$ cat config.mk
export PLATFORM = sky130hd
export DESIGN_NAME = tdm_demux4_flat
export DESIGN_NICKNAME = d
export VERILOG_FILES = /design/src/rtl/tdm_demux4_if.sv /design/src/rtl/tdm_demux4.sv /design/src/flat_wrapper.sv
export SDC_FILE = /design/constraint.sdc
export NUM_CORES = 1
export LEC_CHECK = 0
export CELL_PAD_IN_SITES_DETAIL_PLACEMENT = 0
export CELL_PAD_IN_SITES_GLOBAL_PLACEMENT = 1
export CORE_ASPECT_RATIO = 0.8
export CORE_MARGIN = 2
export CORE_UTILIZATION = 32
export CTS_CLUSTER_SIZE = 28
export DETAILED_ROUTE_END_ITERATION = 8
export HOLD_SLACK_MARGIN = 0.08
export PLACE_DENSITY_LB_ADDON = 0.1
export SLEW_MARGIN = 20
export SYNTH_ARGS = -nofsm -noshare
export SYNTH_HDL_FRONTEND = slang
export SYNTH_SLANG_ARGS = --single-unit
$ cat constraint.sdc
create_clock -name clk -period 2.4 [get_ports clk]
set_clock_uncertainty 0.15 [all_clocks]
set_input_delay 0.48 -clock clk [delete_from_list [all_inputs] [get_ports clk]]
set_output_delay 0.48 -clock clk [all_outputs]
set_load 0.05 [all_outputs]
$ cat src/rtl/tdm_demux4_if.sv
// Link-side bundle for the 4-channel TDM demultiplexer.
// DEMUX_PARITY_EN adds in_parity / parity_err to the bundle.
interface tdm_demux4_if #(
    parameter int WIDTH = 8
);
    logic                 in_valid;
    logic [WIDTH-1:0]     in_data;
    logic                 in_sync;
    logic [4*WIDTH-1:0]   out_bus;
    logic [3:0]           out_valid;
    logic                 frame_done;
    logic                 sync_err;
    logic [1:0]           slot;
    logic                 locked;
`ifdef DEMUX_PARITY_EN
    logic                 in_parity;
    logic                 parity_err;

    modport master (
        output in_valid, in_data, in_sync, in_parity,
        input  out_bus, out_valid, frame_done, sync_err, slot, locked, parity_err
    );
    modport slave (
        input  in_valid, in_data, in_sync, in_parity,
        output out_bus, out_valid, frame_done, sync_err, slot, locked, parity_err
    );
`else
    modport master (
        output in_valid, in_data, in_sync,
        input  out_bus, out_valid, frame_done, sync_err, slot, locked
    );
    modport slave (
        input  in_valid, in_data, in_sync,
        output out_bus, out_valid, frame_done, sync_err, slot, locked
    );
`endif
endinterface

$ cat src/rtl/tdm_demux4.sv
// Four-channel TDM demultiplexer: steers framed beats into registered channels.
// Optional even-parity checking on each beat is enabled by DEMUX_PARITY_EN.
module tdm_demux4 #(
    parameter int WIDTH = 8
) (
    input  logic         clk,
    input  logic         rst_n,
    tdm_demux4_if.slave  bus
);
    typedef enum logic {
        ST_IDLE = 1'b0,
        ST_RUN  = 1'b1
    } state_t;

    state_t           r_state, w_state_next;
    logic [1:0]       r_slot, w_slot_next;
    logic [3:0]       r_out_valid, w_out_valid_next;
    logic             r_frame_done, w_frame_done_next;
    logic             r_sync_err, w_sync_err_next;
    logic [WIDTH-1:0] r_ch [4];

    logic             w_capture;
    logic [1:0]       w_cap_ch;
    logic             w_parity_ok;
    logic             w_write;

`ifdef DEMUX_PARITY_EN
    logic             r_parity_err;

    assign w_parity_ok = ((^bus.in_data) == bus.in_parity);

    always_ff @(posedge clk) begin
        if (!rst_n) r_parity_err <= 1'b0;
        else        r_parity_err <= w_capture & ~w_parity_ok;
    end
    assign bus.parity_err = r_parity_err;
`else
    assign w_parity_ok = 1'b1;
`endif

    // A bad-parity beat still moves the slot/sync machinery; it just isn't written.
    assign w_write          = w_capture & w_parity_ok;
    assign w_out_valid_next = w_write ? (4'b0001 << w_cap_ch) : 4'b0000;

    always_comb begin
        w_state_next      = r_state;
        w_slot_next       = r_slot;
        w_capture         = 1'b0;
        w_cap_ch          = 2'd0;
        w_frame_done_next = 1'b0;
        w_sync_err_next   = 1'b0;
        if (bus.in_valid) begin
            case (r_state)
                ST_IDLE: begin
                    if (bus.in_sync) begin
                        w_capture    = 1'b1;
                        w_slot_next  = 2'd1;
                        w_state_next = ST_RUN;
                    end
                end
                default: begin
                    if (r_slot == 2'd0) begin
                        if (bus.in_sync) begin
                            w_capture   = 1'b1;
                            w_slot_next = 2'd1;
                        end else begin
                            w_sync_err_next = 1'b1;
                            w_slot_next     = 2'd0;
                            w_state_next    = ST_IDLE;
                        end
                    end else if (!bus.in_sync) begin
                        w_capture         = 1'b1;
                        w_cap_ch          = r_slot;
                        w_slot_next       = r_slot + 2'd1;
                        w_frame_done_next = (r_slot == 2'd3);
                    end else begin
                        // Early sync: restart the frame on this beat as slot 0.
                        w_sync_err_next = 1'b1;
                        w_capture       = 1'b1;
                        w_slot_next     = 2'd1;
                    end
                end
            endcase
        end
    end

    always_ff @(posedge clk) begin
        if (!rst_n) begin
            r_state      <= ST_IDLE;
            r_slot       <= 2'd0;
            r_out_valid  <= 4'b0000;
            r_frame_done <= 1'b0;
            r_sync_err   <= 1'b0;
        end else begin
            r_state      <= w_state_next;
            r_slot       <= w_slot_next;
            r_out_valid  <= w_out_valid_next;
            r_frame_done <= w_frame_done_next;
            r_sync_err   <= w_sync_err_next;
        end
    end

    genvar gi;
    generate
        for (gi = 0; gi < 4; gi++) begin : g_ch
            always_ff @(posedge clk) begin
                if (!rst_n)
                    r_ch[gi] <= '0;
                else if (w_write && (w_cap_ch == 2'(gi)))
                    r_ch[gi] <= bus.in_data;
            end
            assign bus.out_bus[gi*WIDTH +: WIDTH] = r_ch[gi];
        end
    endgenerate

    assign bus.out_valid  = r_out_valid;
    assign bus.frame_done = r_frame_done;
    assign bus.sync_err   = r_sync_err;
    assign bus.slot       = r_slot;
    assign bus.locked     = (r_state == ST_RUN);
endmodule

$ cat src/flat_wrapper.sv
// flat-port wrapper written by rule: the top's interface ports become plain ports
module tdm_demux4_flat 
#(
    parameter int WIDTH = 8
)
  (clk, rst_n, bus_in_valid, bus_in_data, bus_in_sync, bus_out_bus, bus_out_valid, bus_frame_done, bus_sync_err, bus_slot, bus_locked);
  tdm_demux4_if #(.WIDTH(WIDTH)) bus_i ();
  input  logic clk;
  input  logic rst_n;
  input wire logic [$bits(bus_i.in_valid)-1:0] bus_in_valid;
  input wire logic [$bits(bus_i.in_data)-1:0] bus_in_data;
  input wire logic [$bits(bus_i.in_sync)-1:0] bus_in_sync;
  output wire logic [$bits(bus_i.out_bus)-1:0] bus_out_bus;
  output wire logic [$bits(bus_i.out_valid)-1:0] bus_out_valid;
  output wire logic [$bits(bus_i.frame_done)-1:0] bus_frame_done;
  output wire logic [$bits(bus_i.sync_err)-1:0] bus_sync_err;
  output wire logic [$bits(bus_i.slot)-1:0] bus_slot;
  output wire logic [$bits(bus_i.locked)-1:0] bus_locked;
  assign bus_i.in_valid = bus_in_valid;
  assign bus_i.in_data = bus_in_data;
  assign bus_i.in_sync = bus_in_sync;
  assign bus_out_bus = bus_i.out_bus;
  assign bus_out_valid = bus_i.out_valid;
  assign bus_frame_done = bus_i.frame_done;
  assign bus_sync_err = bus_i.sync_err;
  assign bus_slot = bus_i.slot;
  assign bus_locked = bus_i.locked;
  tdm_demux4 #(.WIDTH(WIDTH)) u_core (.clk(clk), .rst_n(rst_n), .bus(bus_i));
endmodule
## Word-level counts from Yosys, hierarchy flattened

Memories as Yosys holds them, arrays and structs flattened.
Cells that the tools add are included.

- Flip-flop bits (word level): 9
- Latch bits: 0
- Memory bits (writable): 32
- Memory bits (read-only): 0
- Input port bits: 12
- Output and inout bits: 41
- Logic and storage cells: 62
- Memories kept: 1

Memories:

| name | depth | width | rd ports | clocked after memory_dff | write ports | RTL line | source |
|---|---|---|---|---|---|---|---|
| u_core.r_ch | 4 | 8 | 4 | 0 | 4 | tdm_demux4.sv:20 | `logic [WIDTH-1:0] r_ch [4];` |

- $add $sub $neg: 1
- $mul: 0
- Divide/modulo/power cells: 0
- Order comparisons: 0
- Eq/ne operators: 4
- Shift operators: 1
- Muxes and demuxes: 32
- Bitwise operators: 7
- Reduce and logical (&&, ||, !) cells: 11

Operator list:

| operator | count |
|---|---|
| 2-to-1 mux 8 bit | 4 |
| 2-to-1 mux 1 bit | 20 |
| 2-to-1 mux 2 bit | 8 |
| == test 2 bit, second input constant | 3 |
| OR reduction 5 bit | 1 |
| logical AND 1 bit | 4 |
| zero test 2 bit | 2 |
| OR 1 bit | 4 |
| AND reduction 2 bit | 2 |
| << shifter 1 x 2 -> 4 bit, first input constant | 1 |
| NOT 1 bit | 3 |
| AND reduction 3 bit | 1 |
| adder 2 x 1 -> 2 bit, second input constant | 1 |
| == test 2 x 1 -> 1 bit, second input constant | 1 |
| nonzero test 2 bit | 1 |

## Depth between registers and ports, before layout

- Depth after elaboration: 10
- Depth in mapped cells: 8
- Gate-level depth less buffers: 6

## Worst setup path before layout

Ideal clock, no wire load.

- Path type: reg-to-reg
- From: register u_core.r_slot[0], in the netlist u_core.bus.slot[0]
- To: memory u_core.r_ch[3][0] (enable)
- Setup time: 387 ps
- Arrival time: 2563 ps
- Data required time: 1863 ps
- Slack: -699 ps
- Stages on the path, launching flop included: 8
- Path buffers: 2
- Clock period less this slack: 3099 ps
- Path through: dfxtp_1 > inv_1 > clkbuf_1 > ha_1 > and4bb_2 > nand2_1 > buf_2 > o31ai_1

RTL lines:

| element | RTL line | source |
|---|---|---|
| from (decl) | tdm_demux4.sv:16 | `logic [1:0] r_slot, w_slot_next;` |
| from (signal assigned) | tdm_demux4.sv:96 | `r_slot <= w_slot_next;` |
| to (decl) | tdm_demux4.sv:20 |  |

==> flow_metrics.py <==
metrics = {
    "outcome": {
        "outcome": "complete, no violations",
    },
    "sta": {
        "setup_violations": 0,
        "worst_pin_slew_ns": 0.511,
        "post-route-period-util_pct": 93.2,
        "layout_setup_ws_ns": 0.162,
        "hold_viol_final": 0,
        "finalSetupTns_ns": 0,
        "fin_crit_ns": 2.24,
        "slew_headroom_pct": 65.6,
        "slew_viol_final": 0,
        "rsz0062_at_grt": "no",
        "holdWs_ns": 0.356,
        "max_clock_freq_ghz": 0.447,
    },
    "clock_network": {
        "cts_tree": "built",
        "cts_htree_levels": 2,
        "cts_resized": 0,
        "ctsLongestPathBuffers": 2,
        "cts_buffers": 5,
        "clk_latency_ns": 0.29,
        "clock_sinks": 41,
        "clockRootBuffer": "clkbuf_8",
        "post_cts_buffers": 0,
        "postCtsHoldBufs": 0,
        "path_clk_slew_ns": 0.08,
    },
    "floorplan": {
        "coreArea_mm2": 0.00509,
        "num_rows": 23,
        "pin_count": 53,
        "die_w_um": 85.9,
        "dieArea_mm2": 0.00598,
        "start_util_pct": 33.8,
        "die_h_um": 69.6,
    },
    "power": {
        "leakage_nw": 0.929,
        "ir_drop_mv": 0.320,
        "powerDensity_mw_per_mm2": 669,
        "p_total_mw": 1.71,
    },
    "worst_hold_path": {
        "holdPathStages": 2,
        "hp-start": "u_core.bus.slot[0]",
        "hp-class": "flip-flop to flip-flop",
        "hold-path-endpoint": "u_core.bus.slot[0]",
    },
    "final_layout": {
        "final_cell_area_mm2": 0.00256,
        "diodes": 0,
        "stdcell_count": 260,
        "area_delta_synth_final_pct": 49.1,
        "layout_commonest_cell": "clkdlybuf4s50_1",
        "finalCoreUtilization_pct": 50.3,
        "fillCellCount": 456,
        "fin_nets": 212,
        "layout-drive-gt1-share_pct": 22.7,
        "layout_common_cells": "clkdlybuf4s50_1, edfxtp_1, nor3_1",
    },
    "synth": {
        "synth_xor_xnor_area_share_pct": 0,
        "syn_area_mm2": 0.00172,
        "yosys_most_used_dff": "edfxtp_1",
        "async_flop_share_pct": 0,
        "syn_area_per_cell_um2": 13.0,
        "synth_top_family_by_area": "simple AND/OR/NAND/NOR gates",
        "synth_seq_area_share_pct": 66.4,
        "synth_simple_gate_area_share_pct": 19.1,
        "syn_nets": 147,
        "synth_fa_ha_area_share_pct": 2.18,
        "ys_seq_elements": 41,
        "synth_edf_count": 32,
        "syn_inst": 132,
        "synth_compound_area_share_pct": 5.75,
        "ys_warn_count": 0,
        "synth.distinct_cells": 30,
        "synthMuxAreaShare_pct": 0,
    },
    "worst_setup_path": {
        "cp-end-kind": "flip-flop",
        "critPathLaunchType": "primary input",
        "crit_chain": "clkdlybuf4s50_1 -> inv_1 -> ha_1 -> nor2b_1 -> o21ai_0 -> o31ai_4 -> buf_4",
        "cpPeakStageDelay_ns": 0.52,
        "worstReg2RegEnd": "u_core.r_ch[3][4]",
        "reg2reg_depth": 7,
        "crit_buf_inv": 3,
        "crit_family": "buffers and inverters",
        "crit_arrival_ns": 2.08,
        "required_ns": 2.25,
        "cp_slowest_cell": "clkdlybuf4s50_1",
        "cp_max_fo": 8,
        "regToRegSetupSlack_ns": 0.26,
        "timing_worst_setup_path_type": "primary input to flip-flop",
        "r2r_start": "u_core.bus.slot[1]",
    },
    "grt": {
        "grt_max_degree": 19,
        "use_met3_pct": 5.24,
        "grt_util_met1_pct": 19.6,
        "grt.met2_usage_pct": 21.3,
        "grt.busiest_layer": "met2",
        "overflow": 0,
        "antenna_found_initial": 0,
        "grt_pass1_vias": 1207,
        "grtUsageTotal_pct": 14.3,
        "grt_pass1_wl_um": 6490,
    },
    "placement": {
        "detailedPlace.worstSlack_ns": -0.135,
        "dp_cells": 252,
        "placed_area_mm2": 0.00243,
        "hpwlAfterDp_um": 2970,
        "io_buffers": 52,
        "globalplace.congestion": 0.731,
    },
    "route": {
        "wirelength_um": 3890,
        "route.vias.total": 1240,
        "ant_nets": 0,
        "wl_per_cell_um": 15.0,
        "drt-initial-drc-count": 38,
        "drc": 0,
        "dr.pass1.iters": 4,
        "via_per_inst": 4.77,
    },
    "run": {
        "maxCapViolations": 0,
    },
}
layout make-up:
type	count	area, um^2	area share [%]
Sequential cell	41	1150	44.7
Timing Repair Buffer	69	671	26.2
Inverter	12	45.0	1.76
Clock inverter	3	65.1	2.54
Tap cell	62	77.6	3.03
Multi-Input combinational cell	68	489	19.1
Clock buffer	5	68.8	2.69
cells in the mapped netlist (all sizes together), types with 2 or more instances:
| library cell | n | area share (%) |
|---|---|---|
| a21oi | 2 | 0.58 |
| inv | 12 | 2.6 |
| nor3 | 26 | 9.9 |
| edfxtp | 32 | 56 |
| nor2 | 4 | 0.87 |
| ha | 3 | 2.2 |
| clkbuf | 3 | 0.65 |
| o21ai | 6 | 1.7 |
| dfxtp | 9 | 10 |
| o211ai | 2 | 1.2 |
| nor4 | 8 | 2.9 |
| nor2b | 3 | 1.1 |
| nand2 | 4 | 1.3 |
| buf | 8 | 3.3 |
state kept, by name, indices dropped and copies added, names as in the netlist:
register and count:
u_core.bus.locked 1, u_core.bus.out_valid 4, u_core.bus.frame_done 1, u_core.bus.slot 2, u_core.bus.sync_err 1, u_core.r_ch 32
where the power goes:
| part | internal [mW] | switching [mW] |
|---|---|---|
| Sequential | 0.791 | 0.0138 |
| Combinational | 0.0940 | 0.175 |
| Clock | 0.413 | 0.227 |
how the worst max path moves through the flow:
stage	from	end	slack (ns)	cells past startpoint
after global placement	bus_in_sync	u_core.r_ch[3][1]	-0.06	7
after CTS	bus_in_sync	u_core.r_ch[3][4]	0.16	7
final	bus_in_sync	u_core.r_ch[3][4]	0.16	7
after detailed placement	bus_in_sync	u_core.r_ch[3][1]	-0.13	7
after floorplan	u_core.bus.slot[0]	u_core.r_ch[3][0]	0.009	7
after global routing	bus_in_sync	u_core.r_ch[3][1]	0.05	7
worst register-to-register path, delay by kind of cell, from the launching register on:
family          cells  cell delay, ns
flops               1            0.40
simple gates        1            0.17
fa+ha+maj           2            0.43
compound gates      2            0.44
buf+inv             2            0.25
routing by layer:
layer / share of wire [%] / vias to the layer above
li1: - / 615
met5: 0 / -
met2: 44 / 32
met4: 1.1 / 0
met3: 6.2 / 5
met1: 48 / 588
kinds of logic (layout without fill, tap and decap cells):
kind of cell / Yosys count / count (layout)
DFF: 41 / 41
adders and majority gates: 3 / 3
AOI/OAI and AO/OA: 14 / 14
buffers and inverters: 23 / 89
and+or+nand+nor: 51 / 51
Power figures use the tool's default switching activity.
